### config.mk
export PLATFORM = sky130hd
export DESIGN_NAME = me_search_ctrl
export DESIGN_NICKNAME = d
export VERILOG_FILES = /design/src/rtl/me_search_ctrl.sv
export SDC_FILE = /design/constraint.sdc
export NUM_CORES = 1
export LEC_CHECK = 0
export BUFFER_PORTS_ARGS = -buffer_cell sky130_fd_sc_hd__buf_4
export CORE_UTILIZATION = 45
export DETAILED_ROUTE_END_ITERATION = 6
export GPL_TIMING_DRIVEN = 0
export PLACE_DENSITY_LB_ADDON = 0.08
export SLEW_MARGIN = 30
export SYNTH_ARGS = -nofsm -noshare
export SYNTH_HDL_FRONTEND = slang
export SYNTH_SLANG_ARGS = --single-unit
### constraint.sdc
create_clock -name clk -period 5.8 [get_ports clk]
set_clock_uncertainty 0.2 [all_clocks]
set_input_delay 1.74 -clock clk [delete_from_list [all_inputs] [get_ports clk]]
set_output_delay 1.74 -clock clk [all_outputs]
set_load 0.01 [all_outputs]
### src/rtl/me_search_ctrl.sv
// Sequencer for one full-search motion-estimation pass on a pe_row datapath.
// Optional watchdog on the WAIT state is enabled by defining ME_TIMEOUT_EN.
module me_search_ctrl #(
  parameter int BLK_SIZE   = 8,
  parameter int ADDR_W     = 8,
  parameter int REF_ADDR_W = 10
) (
  input  logic                  clk,
  input  logic                  reset,
  input  logic                  start,
  output logic                  busy,
  output logic                  done,
  output logic                  cur_rd,
  output logic [ADDR_W-1:0]     cur_addr,
  input  logic [7:0]            cur_data,
  output logic                  refa_rd,
  output logic [REF_ADDR_W-1:0] refa_addr,
  input  logic [7:0]            refa_data,
  output logic                  refb_rd,
  output logic [REF_ADDR_W-1:0] refb_addr,
  input  logic [7:0]            refb_data,
  output logic                  row_reset,
  output logic                  row_start,
  output logic [7:0]            row_c,
  output logic [7:0]            row_p,
  output logic [7:0]            row_p_prime,
  input  logic                  row_done,
  input  logic [7:0]            row_mme,
  input  logic [7:0]            row_mi,
  input  logic [7:0]            row_mj,
  output logic [7:0]            mv_i,
  output logic [7:0]            mv_j,
  output logic [7:0]            best_sad,
  output logic                  err
);

  localparam int LOG = $clog2(BLK_SIZE);
  localparam int K_W = 3 * LOG;
  localparam logic [K_W-1:0] K_LAST = K_W'(BLK_SIZE * BLK_SIZE * BLK_SIZE - 1);

  typedef enum logic [2:0] {S_IDLE, S_CLEAR, S_STREAM, S_WAIT, S_FIN} state_t;

  state_t           state, state_nxt;
  logic [K_W-1:0]   k;
  logic [LOG-1:0]   k_x, k_y, k_i;
  logic [REF_ADDR_W-1:0] row_sum, refb_full;
  logic             in_stream;
  logic             wd_expire;
  logic             capture_ok;

  // k is laid out as {i, y, x}, so the decomposition is a pure bit split.
  assign k_x = k[LOG-1:0];
  assign k_y = k[2*LOG-1:LOG];
  assign k_i = k[3*LOG-1:2*LOG];

  assign in_stream = (state == S_STREAM);
  assign busy      = (state != S_IDLE);
  assign row_reset = reset | (state == S_CLEAR);

  always_comb begin
    row_sum   = REF_ADDR_W'(k_y) + REF_ADDR_W'(k_i);
    refb_full = (row_sum << (LOG + 1)) + REF_ADDR_W'(k_x);
  end

  assign cur_rd    = in_stream;
  assign refa_rd   = in_stream;
  assign refb_rd   = in_stream;
  assign cur_addr  = in_stream ? ADDR_W'(k[2*LOG-1:0]) : '0;
  assign refb_addr = in_stream ? refb_full : '0;
  assign refa_addr = in_stream ? refb_full + REF_ADDR_W'(BLK_SIZE) : '0;

  assign row_c       = cur_data;
  assign row_p       = refa_data;
  assign row_p_prime = refb_data;

`ifdef ME_TIMEOUT_EN
  localparam logic [15:0] WD_LAST = 16'(2 * BLK_SIZE * BLK_SIZE * BLK_SIZE + 16 - 1);

  logic [15:0] wd;
  logic        timed_out;

  assign wd_expire  = (state == S_WAIT) && !row_done && (wd == WD_LAST);
  assign capture_ok = !timed_out;

  always_ff @(posedge clk) begin
    if (reset) begin
      wd        <= '0;
      timed_out <= 1'b0;
      err       <= 1'b0;
    end else begin
      if (state == S_CLEAR)
        wd <= '0;
      else if (state == S_WAIT)
        wd <= wd + 16'd1;
      if (state == S_IDLE && start) begin
        timed_out <= 1'b0;
        err       <= 1'b0;
      end
      if (wd_expire)
        timed_out <= 1'b1;
      if (state == S_FIN && timed_out)
        err <= 1'b1;
    end
  end
`else
  assign wd_expire  = 1'b0;
  assign capture_ok = 1'b1;
  assign err        = 1'b0;
`endif

  // NOTE: every output and next-state term gets a default first so no path
  // through the case leaves a variable unassigned and infers a latch.
  always_comb begin
    state_nxt = state;
    case (state)
      S_IDLE:   if (start) state_nxt = S_CLEAR;
      S_CLEAR:  state_nxt = S_STREAM;
      S_STREAM: if (k == K_LAST) state_nxt = S_WAIT;
      S_WAIT:   if (row_done || wd_expire) state_nxt = S_FIN;
      S_FIN:    state_nxt = S_IDLE;
      default:  state_nxt = S_IDLE;
    endcase
  end

  // NOTE: state registers use non-blocking assignments so every flop samples
  // pre-edge values regardless of statement order.
  always_ff @(posedge clk) begin
    if (reset) begin
      state     <= S_IDLE;
      k         <= '0;
      row_start <= 1'b0;
      done      <= 1'b0;
      mv_i      <= '0;
      mv_j      <= '0;
      best_sad  <= '0;
    end else begin
      state     <= state_nxt;
      // The RAMs have one cycle of latency, so the first beat lands a cycle
      // after k = 0 is addressed.
      row_start <= in_stream && (k == '0);
      done      <= (state == S_FIN);
      if (state == S_CLEAR)
        k <= '0;
      else if (in_stream)
        k <= k + K_W'(1);
      if (state == S_FIN && capture_ok) begin
        mv_i     <= row_mi;
        mv_j     <= row_mj;
        best_sad <= row_mme;
      end
    end
  end

endmodule

==> results of run 1 <==
-- per-layer routing --
metal / track usage [%] / vias up / routed length [µm]
li1: - / 910 / -
met4: 4.17 / 0 / 21
met2: 30.5 / 93 / 2130
met3: 5.00 / 4 / 421
met1: 20.7 / 767 / 1740
met5: 0 / - / 0
-- logic make-up (layout without fill, tap and decap cells) --
group | Yosys count | count (layout) | synth area share [%]
xor gates and xnor gates | 1 | 1 | 0.442
buffers and inverters | 59 | 170 | 20.0
AOI/OAI and AO/OA | 15 | 15 | 4.29
DFF | 38 | 38 | 38.4
adders and majority gates | 7 | 7 | 4.79
muxes | 26 | 26 | 13.1
other | 1 | 8 | 0.189
and+or+nand+nor | 72 | 72 | 18.8
-- placed cells by master, fill, tap and decap left out, types with 5 or more instances in the layout --
cell type and instances:
buf_2 5, nor2_1 32, mux2i_1 26, buf_4 148, ha_1 6, conb_1 8
and2_1 7, dfxtp_1 38, nand2_1 7, a21oi_1 8, clkbuf_8 6
-- stage by stage --
stage | worst slack, ns | instances | hold slack [ns] | utilization (%)
after global routing | 1.32 | 387 | 0.312 | 72.6
after global placement | 1.38 | 379 | 0.272 | 69.1
after floorplan | 1.77 | 226 | 0.258 | -
after CTS | 1.39 | 387 | 0.290 | 72.6
final | 1.40 | 387 | 0.291 | 72.6
after detailed placement | 1.39 | 379 | 0.282 | 69.1
-- where the power goes --
group / switching (µW) / internal (µW)
clock network: 89.3 / 183
logic: 39.1 / 55.8
registers: 3.61 / 264
total: 132 / 504
-- final cells by class --
class	instances	share of cell area (%)
buffer	55	12.8
clock inverter	2	2.01
multi-input combinational	129	28.5
timing repair buffer	103	25.9
sequential	38	25.5
tap	50	2.09
inverter	4	0.503
clock buffer	6	2.76
-- worst max-delay path, stage by stage --
cell      delay [ns]
buf_4           0.11
nand2b_1        0.09
clkbuf_1        0.32
buf_4           0.20
-- sequential cells by signal, indices dropped and copies added (netlist names) --
name	cells
done	1
best_sad	8
k	9
mv_i	8
row_start	1
mv_j	8
state	3
-- path summary, 6_finish.rpt --
check | startpoint | to | slack (ns) | cells after the start
max | reset | row_reset | 1.40 | 4
max reg2reg | state[1]$_SDFFE_PP0P_ | k[5]$_SDFFE_PP0P_ | 3.94 | 4
min | k[0]$_SDFFE_PP0P_ | k[0]$_SDFFE_PP0P_ | 0.29 | 2
min reg2reg | k[0]$_SDFFE_PP0P_ | k[0]$_SDFFE_PP0P_ | 0.29 | 2
==> impl_table.tex, run 1 <==
\begin{tabular}{lr}
\hline
Metric & Value \\
\hline
\multicolumn{2}{l}{\textbf{Status}} \\
Outcome & finished, final reports clean \\
\multicolumn{2}{l}{\textbf{Global routing}} \\
Overall overflow remaining after global route & 0 \\
Maximum number of pins on one net before global-route repair & 14 \\
Global-route wire length before repair & 6110 µm \\
Number of antenna violations at the first check in global routing & 0 \\
Global router's overall resource usage & 17.4\% \\
Number of global-route vias before repair & 1441 \\
\multicolumn{2}{l}{\textbf{STA}} \\
Post-route setup TNS & 0 ns \\
Fmax achieved & 0.227 GHz \\
Crit path time final & 4.40 ns \\
RSZ-0062 raised after global routing & no \\
Final count of hold timing violations & 0 \\
Number of setup violations in the final report & 0 \\
Number of max-slew violations in the final report & 0 \\
Final worst-path cycle share & 75.9\% \\
\multicolumn{2}{l}{\textbf{Logic synthesis}} \\
Post-synth ARST share & 0\% \\
Netlist Area Pre-Place & 0.00198 mm² \\
Library cell with the highest instance count after synthesis & buf\_4 \\
Fraction of synthesized cell area taken by the top area cell type & 38.4\% \\
Top area cells in the synthesized netlist & dfxtp\_1, buf\_4, mux2i\_1 \\
Proportion of synthesized chip area in sequential cells & 38.4\% \\
Synthesis-stage register bit count & 38 \\
Library cell with the largest summed area after synthesis & dfxtp\_1 \\
Most used flip-flop cell after synthesis & dfxtp\_1 \\
Number of standard cells after synthesis & 219 \\
Number of synthesized flops with an enable pin & 0 \\
Synth Area per Inst & 9.06 µm² \\
Most frequent cells after synthesis & buf\_4, dfxtp\_1, nor2\_1, mux2i\_1, a21oi\_1 \\
Netlist cell types & 34 \\
Synth Warn \# & 0 \\
\multicolumn{2}{l}{\textbf{Routing}} \\
Number of DRC markers after the initial detailed-route iteration & 43 \\
Antenna viol nets, final & 0 \\
Overall routed net length & 4310 µm \\
Vias/cell & 4.58 \\
DRC & 0 \\
TritonRoute pass-1 iters & 4 \\
Wire length per cell after detailed routing & 11.1 µm \\
Total vias in the final route & 1774 \\
\multicolumn{2}{l}{\textbf{Clock network}} \\
Clock slew seen by the registers of the worst setup and hold paths & 0.07 ns \\
Clock buffer count from CTS & 5 \\
Maximum count of clock buffers along a single path & 2 \\
Clk root buf & clkbuf\_8 \\
Post-cts resize count & 0 \\
Clock latency of the later-clocked register in the worst-skew pair & 0.28 ns \\
Count of clock tree sinks & 38 \\
Buffers inserted by post-CTS timing repair & 0 \\
CTS tree & done \\
Hold\_buf cts & 0 \\
H-tree lvl count & 2 \\
\multicolumn{2}{l}{\textbf{Layout}} \\
Final Cell Area & 0.00299 mm² \\
Area of the multi-input gates & 852 µm² \\
Fraction of final layout cells sized beyond drive strength 1 & 48.7\% \\
Sequential cell area in the final layout & 761 µm² \\
Count of nets after finishing & 395 \\
Layout Area Growth over Synthesis & 50.7\% \\
Fillers & 368 \\
Total inserted antenna cells & 0 \\
\multicolumn{2}{l}{\textbf{Critical path}} \\
Critical Setup Path Class & in2out \\
Required arrival time at the worst endpoint & 3.86 ns \\
Critical Path Start Type & input pin \\
Highest fanout seen on the critical path & 8 \\
Critical Path AT & 2.46 ns \\
Capturing element type of the critical path & output pin \\
\multicolumn{2}{l}{\textbf{Floorplanning}} \\
Height of the die & 68.4 µm \\
Die width & 68.4 µm \\
Full die area & 0.00468 mm² \\
Floorplan core area & 0.00412 mm² \\
Effective utilization at floorplan & 48.2\% \\
Count of standard-cell rows & 23 \\
I/O pin count & 136 \\
\multicolumn{2}{l}{\textbf{Pwr}} \\
Max VDD drop & 0.156 mV \\
Leakage power & 0.00148 µW \\
Pwr per Cell Area & 213 mW/mm² \\
Total power consumption of the routed design & 636 µW \\
\multicolumn{2}{l}{\textbf{Min path}} \\
Kind of path behind the tightest hold check & reg2reg \\
\multicolumn{2}{l}{\textbf{Place}} \\
\# port buffers & 103 \\
Placement Cell Area & 0.00285 mm² \\
Detailed placer's ending HPWL & 3460 µm \\
GPL Wtd Cong & 0.785 \\
\multicolumn{2}{l}{\textbf{Flow run}} \\
Max-cap violations & 0 \\
\hline
\end{tabular}
Note: power is estimated with default switching activity, not from simulation.
==> inputs of run 2 (changes only) <==
--- a/config.mk
+++ b/config.mk
@@ -6,7 +6,7 @@
 export NUM_CORES = 1
 export LEC_CHECK = 0
 export BUFFER_PORTS_ARGS = -buffer_cell sky130_fd_sc_hd__buf_4
-export CORE_UTILIZATION = 45
+export CORE_UTILIZATION = 41
 export DETAILED_ROUTE_END_ITERATION = 6
 export GPL_TIMING_DRIVEN = 0
 export PLACE_DENSITY_LB_ADDON = 0.08
==> constraint.sdc (replaced) <==
create_clock -name clk -period 4.3 [get_ports clk]
set_clock_uncertainty 0.2 [all_clocks]
set_input_delay 1.29 -clock clk [delete_from_list [all_inputs] [get_ports clk]]
set_output_delay 1.29 -clock clk [all_outputs]
set_load 0.01 [all_outputs]
==> run 2 against run 1 <==
  * Non-clock buffer count did not move
  * Routed wire length rose by 4.0%
  * Largest power group is now sequential cells
  * Design area fell by 1.5%
  * Power grew 17%
  * Die area up 9.5%
  * Combinational power increased by 36%
  * Utilization shrank 7.3 points
  * Worst setup slack got worse by 0.64 ns
  * Register-to-register slack got worse by 1.5 ns
  * Global-route usage decreased by 0.81 points
==> impl_table.tex, run 2 (synthesis gave the netlist of run 1 again) <==
\begin{tabular}{lr}
\hline
Metric & Value \\
\hline
\multicolumn{2}{l}{\textbf{Critical path}} \\
Critical path's top delay family & buffers and inverters \\
Cell seen most often among critical-path stages & buf\_4 \\
Critical Path Start Type & input pin \\
Worst-case reg-to-reg path depth & 4 \\
Worst path cell trace & buf\_4 -> nand2b\_1 -> clkbuf\_1 -> buf\_4 \\
Capturing element type of the critical path & output pin \\
Setup slack of the worst register-to-register path & 2.41 ns \\
Critical-path cell with the highest stage delay & clkbuf\_1 \\
Combined buffer and inverter count along the critical path & 3 \\
Slowest Stage Delay on Critical Path & 0.35 ns \\
Critical Path AT & 2.05 ns \\
Endpoint of the worst register-to-register path & k[5]\$\_SDFFE\_PP0P\_ \\
Reg-to-reg startpoint & state[1]\$\_SDFFE\_PP0P\_ \\
Highest fanout seen on the critical path & 8 \\
Required arrival time at the worst endpoint & 2.81 ns \\
Critical Setup Path Class & in2out \\
\multicolumn{2}{l}{\textbf{Pwr}} \\
Pwr per Cell Area & 253 mW/mm² \\
Sequential group share of total power & 48.6\% \\
Share of power burned in combinational logic & 17.3\% \\
Max VDD drop & 0.214 mV \\
Cell internal pwr & 561 µW \\
Leakage power & 0.00145 µW \\
Total power consumption of the routed design & 745 µW \\
Switching Fraction & 24.7\% \\
Clock network fraction of total power & 34.2\% \\
Switching component of the power & 184 µW \\
\multicolumn{2}{l}{\textbf{Layout}} \\
Leading cell type in the layout, fill and taps excluded & buf\_4 \\
Max reg flops & 9 \\
Final Cell Area & 0.00294 mm² \\
Layout Area Growth over Synthesis & 48.4\% \\
Reg with most FFs & k \\
Fraction of final layout cells sized beyond drive strength 1 & 48.7\% \\
Most used cells in the layout excluding fill and tap cells & buf\_4, dfxtp\_1, nor2\_1 \\
Total inserted antenna cells & 0 \\
Fillers & 394 \\
Count of nets after finishing & 395 \\
\multicolumn{2}{l}{\textbf{STA}} \\
Fmax achieved & 0.283 GHz \\
RSZ-0062 raised after global routing & no \\
Final count of hold timing violations & 0 \\
Number of setup violations in the final report & 0 \\
Post-route setup TNS & 0 ns \\
Number of max-slew violations in the final report & 0 \\
Final worst-path cycle share & 82.3\% \\
Crit path time final & 3.54 ns \\
\multicolumn{2}{l}{\textbf{Routing}} \\
Overall routed net length & 4490 µm \\
Total vias in the final route & 1803 \\
TritonRoute pass-1 iters & 4 \\
DRC & 0 \\
Vias/cell & 4.63 \\
Number of DRC markers after the initial detailed-route iteration & 48 \\
Antenna viol nets, final & 0 \\
Wire length per cell after detailed routing & 11.5 µm \\
\multicolumn{2}{l}{\textbf{Global routing}} \\
Global router's overall resource usage & 16.6\% \\
Number of antenna violations at the first check in global routing & 0 \\
Maximum number of pins on one net before global-route repair & 14 \\
Overall overflow remaining after global route & 0 \\
Number of global-route vias before repair & 1485 \\
Global-route wire length before repair & 6620 µm \\
\multicolumn{2}{l}{\textbf{Place}} \\
\# port buffers & 103 \\
Detailed placer's ending HPWL & 3430 µm \\
Placement Cell Area & 0.00285 mm² \\
GPL Wtd Cong & 0.707 \\
\multicolumn{2}{l}{\textbf{Clock network}} \\
Post-cts resize count & 0 \\
Clk root buf & clkbuf\_8 \\
Clock slew seen by the registers of the worst setup and hold paths & 0.07 ns \\
CTS tree & done \\
Clock latency of the later-clocked register in the worst-skew pair & 0.29 ns \\
Buffers inserted by post-CTS timing repair & 0 \\
H-tree lvl count & 2 \\
Count of clock tree sinks & 38 \\
Hold\_buf cts & 0 \\
Maximum count of clock buffers along a single path & 2 \\
Clock buffer count from CTS & 5 \\
\multicolumn{2}{l}{\textbf{Floorplanning}} \\
I/O pin count & 136 \\
Effective utilization at floorplan & 44.0\% \\
Full die area & 0.00512 mm² \\
Count of standard-cell rows & 24 \\
Die width & 71.6 µm \\
Height of the die & 71.6 µm \\
Floorplan core area & 0.00450 mm² \\
\multicolumn{2}{l}{\textbf{Min path}} \\
Cell depth of the worst hold path & 2 \\
Worst Min Path Start & mv\_j[0]\$\_SDFFE\_PP0P\_ \\
Hold Path End & mv\_j[0]\$\_SDFFE\_PP0P\_ \\
Kind of path behind the tightest hold check & reg2reg \\
\multicolumn{2}{l}{\textbf{Flow run}} \\
Max-cap violations & 0 \\
\multicolumn{2}{l}{\textbf{Status}} \\
Outcome & finished, final reports clean \\
\hline
\end{tabular}
-- run 2: changes by cell type in the layout (fill, tap and decap cells not counted), sizes merged --
cell,delta
clkinv,+1
bufinv,-2
clkinvlp,+1
-- run 2: metrics by stage --
| stage | utilization (%) | setup slack [ns] | hold slack (ns) | instances |
|---|---|---|---|---|
| floorplan | - | 1.17 | 0.258 | 226 |
| global placement | 63.2 | 0.769 | 0.275 | 381 |
| detailed placement | 63.2 | 0.768 | 0.281 | 381 |
| CTS | 65.3 | 0.762 | 0.298 | 389 |
| global route | 65.3 | 0.647 | 0.326 | 389 |
| finish | 65.3 | 0.762 | 0.293 | 389 |
-- run 2: power groups by stage --
stage                     combinational (µW)  sequential (µW)  clock (µW)
final                                    129              362         255
after global routing                     139              363         273
after CTS                                130              362         261
after detailed placement                 130              370           0
after global placement                   128              370           0
after floorplan                         69.7              370           0
-- run 2: routing by layer --
metal	global-route usage [%]	up-vias	wire, µm
met5	0	-	0
met4	7.84	0	85
met3	5.20	9	477
met2	25.4	100	2080
met1	21.5	782	1840
li1	-	912	-
-- run 2: area by class of cell --
type                    count  area [µm²]  area share (%)
plain buffers              55         382            13.0
repair buffers            103         773            26.3
clock inverters             2        12.5           0.425
clock buffers               6        82.6            2.81
inverters                   4        15.0           0.510
multi-input cells         129         852            29.0
flip-flops and latches     38         761            25.9
well taps                  52        65.1            2.21
-- run 2: worst max path at each step --
stage	startpoint	end	slack (ns)	depth (start not counted)
after detailed placement	reset	row_reset	0.77	4
after floorplan	reset	row_reset	1.17	2
after CTS	reset	row_reset	0.76	4
final	reset	row_reset	0.76	4
after global placement	reset	row_reset	0.77	4
after global routing	state[1]$_SDFFE_PP0P_	refa_addr[2]	0.65	7
-- run 2: tightest hold or removal path, delay by kind of cell, from the launching register on --
family | cells | cell delay (ns)
DFF | 1 | 0.33
and+or+nand+nor | 1 | 0.07
muxes | 1 | 0.06
==> inputs of run 3 (changes only) <==
--- a/config.mk
+++ b/config.mk
@@ -6,7 +6,7 @@
 export NUM_CORES = 1
 export LEC_CHECK = 0
 export BUFFER_PORTS_ARGS = -buffer_cell sky130_fd_sc_hd__buf_4
-export CORE_UTILIZATION = 41
+export CORE_UTILIZATION = 37
 export DETAILED_ROUTE_END_ITERATION = 6
 export GPL_TIMING_DRIVEN = 0
 export PLACE_DENSITY_LB_ADDON = 0.08
==> constraint.sdc (replaced) <==
create_clock -name clk -period 3.1 [get_ports clk]
set_clock_uncertainty 0.2 [all_clocks]
set_input_delay 0.93 -clock clk [delete_from_list [all_inputs] [get_ports clk]]
set_output_delay 0.93 -clock clk [all_outputs]
set_load 0.01 [all_outputs]
==> run 3 against run 2 <==
  * Die area is 10% higher
  * First-iteration DRC count is 29% higher
  * Utilization is 7.4 points lower
  * Worst setup slack worse by 0.65 ns
  * Sequential power is 39% higher
  * Global-route usage is 2.1 points lower
  * Routed wire length is 3.3% lower
  * Cell count is 4.6% higher
  * Clock power is 35% higher
==> impl_table.tex, run 3 (synthesis gave the netlist of run 1 again) <==
\begin{tabular}{lr}
\hline
Metric & Value \\
\hline
\multicolumn{2}{l}{\textbf{Critical path}} \\
Critical Path Start Type & register \\
Required arrival time at the worst endpoint & 1.97 ns \\
Critical-path cell with the highest stage delay & or3b\_2 \\
Worst path cell trace & or3b\_2 -> nand2b\_1 -> clkbuf\_1 -> buf\_4 \\
Critical Path AT & 1.85 ns \\
Critical Setup Path Class & reg2out \\
Slowest Stage Delay on Critical Path & 0.52 ns \\
Highest fanout seen on the critical path & 8 \\
Capturing element type of the critical path & output pin \\
Combined buffer and inverter count along the critical path & 2 \\
Critical path's top delay family & simple AND/OR/NAND/NOR gates \\
\multicolumn{2}{l}{\textbf{Routing}} \\
DRC & 0 \\
Overall routed net length & 4340 µm \\
TritonRoute pass-1 iters & 4 \\
Wire length per cell after detailed routing & 10.7 µm \\
Total vias in the final route & 1764 \\
Antenna viol nets, final & 0 \\
Vias/cell & 4.33 \\
Number of DRC markers after the initial detailed-route iteration & 62 \\
\multicolumn{2}{l}{\textbf{Pwr}} \\
Cell internal pwr & 781 µW \\
Share of power burned in combinational logic & 17.5\% \\
Total power consumption of the routed design & 1030 µW \\
Max VDD drop & 0.226 mV \\
Pwr per Cell Area & 344 mW/mm² \\
Leakage power & 0.00146 µW \\
Switching component of the power & 245 µW \\
Sequential group share of total power & 49.0\% \\
Clock network fraction of total power & 33.5\% \\
Switching Fraction & 23.9\% \\
\multicolumn{2}{l}{\textbf{Floorplanning}} \\
I/O pin count & 136 \\
Floorplan core area & 0.00514 mm² \\
Die width & 75.2 µm \\
Count of standard-cell rows & 26 \\
Height of the die & 75.2 µm \\
Full die area & 0.00566 mm² \\
Effective utilization at floorplan & 38.6\% \\
\multicolumn{2}{l}{\textbf{Layout}} \\
Fraction of final layout cells sized beyond drive strength 1 & 50.1\% \\
Fillers & 501 \\
Most used cells in the layout excluding fill and tap cells & buf\_4, dfxtp\_1, nor2\_1 \\
Reg with most FFs & k \\
Total inserted antenna cells & 0 \\
Layout Area Growth over Synthesis & 50.2\% \\
Final non-filler cell total & 407 \\
Leading cell type in the layout, fill and taps excluded & buf\_4 \\
Max reg flops & 9 \\
Count of nets after finishing & 395 \\
\multicolumn{2}{l}{\textbf{Place}} \\
GPL Wtd Cong & 0.811 \\
Worst slack at placement & 0.264 ns \\
Total instance count after detailed placement & 399 \\
Detailed placer's ending HPWL & 3360 µm \\
\# port buffers & 103 \\
\multicolumn{2}{l}{\textbf{Global routing}} \\
Global router's overall resource usage & 14.5\% \\
Number of global-route vias before repair & 1381 \\
Maximum number of pins on one net before global-route repair & 14 \\
Global-route wire length before repair & 6150 µm \\
Number of antenna violations at the first check in global routing & 0 \\
Overall overflow remaining after global route & 0 \\
\multicolumn{2}{l}{\textbf{STA}} \\
Final worst-path cycle share & 96.3\% \\
Fmax achieved & 0.335 GHz \\
Post-route worst hold slack & 0.287 ns \\
Number of setup violations in the final report & 0 \\
RSZ-0062 raised after global routing & no \\
Worst Setup Slack, final & 0.115 ns \\
Final count of hold timing violations & 0 \\
Number of max-slew violations in the final report & 0 \\
Crit path time final & 2.98 ns \\
Post-route setup TNS & 0 ns \\
\multicolumn{2}{l}{\textbf{Status}} \\
Outcome & finished, final reports clean \\
\multicolumn{2}{l}{\textbf{Clock network}} \\
Count of clock tree sinks & 38 \\
CTS tree & done \\
Clock latency of the later-clocked register in the worst-skew pair & 0.28 ns \\
Buffers inserted by post-CTS timing repair & 0 \\
Maximum count of clock buffers along a single path & 2 \\
Clk root buf & clkbuf\_8 \\
H-tree lvl count & 2 \\
Clock buffer count from CTS & 5 \\
Clock slew seen by the registers of the worst setup and hold paths & 0.07 ns \\
\multicolumn{2}{l}{\textbf{Flow run}} \\
Max-cap violations & 0 \\
\multicolumn{2}{l}{\textbf{Min path}} \\
Kind of path behind the tightest hold check & reg2reg \\
\hline
\end{tabular}
==> run 3: cell types whose count changed in the layout (fill, tap and decap cells not counted), moves of 2 or more <==
cell,previous run,this run
dfxtp_1,38,36
nor2_1,32,30
nor2_2,0,2
dfxtp_2,0,2
==> run 3: routing by layer <==
metal / global-route usage (%) / routed length (µm) / part of all wire (%)
met4: 6.17 / 48 / 1.1
met2: 23.4 / 2070 / 48
met3: 3.75 / 386 / 8.9
met5: 0 / 0 / 0
met1: 18.4 / 1830 / 42
==> run 3: area by class of cell <==
type	instances	area [µm²]	area share, %
plain buffers	55	389	13.1
repair buffers	103	773	26.0
well taps	70	87.6	2.94
multi-input cells	129	860	28.9
flip-flops and latches	38	763	25.6
clock inverters	1	5.00	0.168
inverters	4	15.0	0.504
clock buffers	7	86.3	2.90
==> run 3: power groups by stage <==
stage / Combinational, µW / Sequential, µW / Clock, µW
2_1_floorplan: 96.7 / 513 / 0
3_5_place_dp: 178 / 513 / 0
3_3_place_gp: 176 / 513 / 0
6_report: 180 / 502 / 344
4_1_cts: 179 / 502 / 358
5_1_grt: 197 / 503 / 379
==> run 3: final timing paths <==
kind,start,endpoint,slack (ns),cells past startpoint
worst max-delay path,state[0]$_SDFFE_PP0P_,row_reset,0.12,4
worst max register to register,state[2]$_SDFFE_PP0P_,k[5]$_SDFFE_PP0P_,1.27,4
worst min register to register,k[0]$_SDFFE_PP0P_,k[0]$_SDFFE_PP0P_,0.29,2
worst min-delay path,k[0]$_SDFFE_PP0P_,k[0]$_SDFFE_PP0P_,0.29,2
==> run 3: per-stage QoR <==
step | utilization (%) | instance area (µm²)
after global placement | 55.8 | 2870
after detailed placement | 55.8 | 2870
after floorplan | - | 2010
after CTS | 57.7 | 2960
final | 58.0 | 2980
after global routing | 58.0 | 2980
==> run 3: what timing repair did <==
action | 4_1_cts | 5_1_grt
hold buffers | 0 | 0
setup endpoints to repair | 4 | 14
gates cloned | 0 | 0
gates resized for setup | 1 | 8
==> run 3: worst register-to-register path: stages (launching register included) <==
cell     delay [ns]
dfxtp_1        0.35
or3b_1         0.38
buf_2          0.17
or4_1          0.51
a21oi_1        0.14
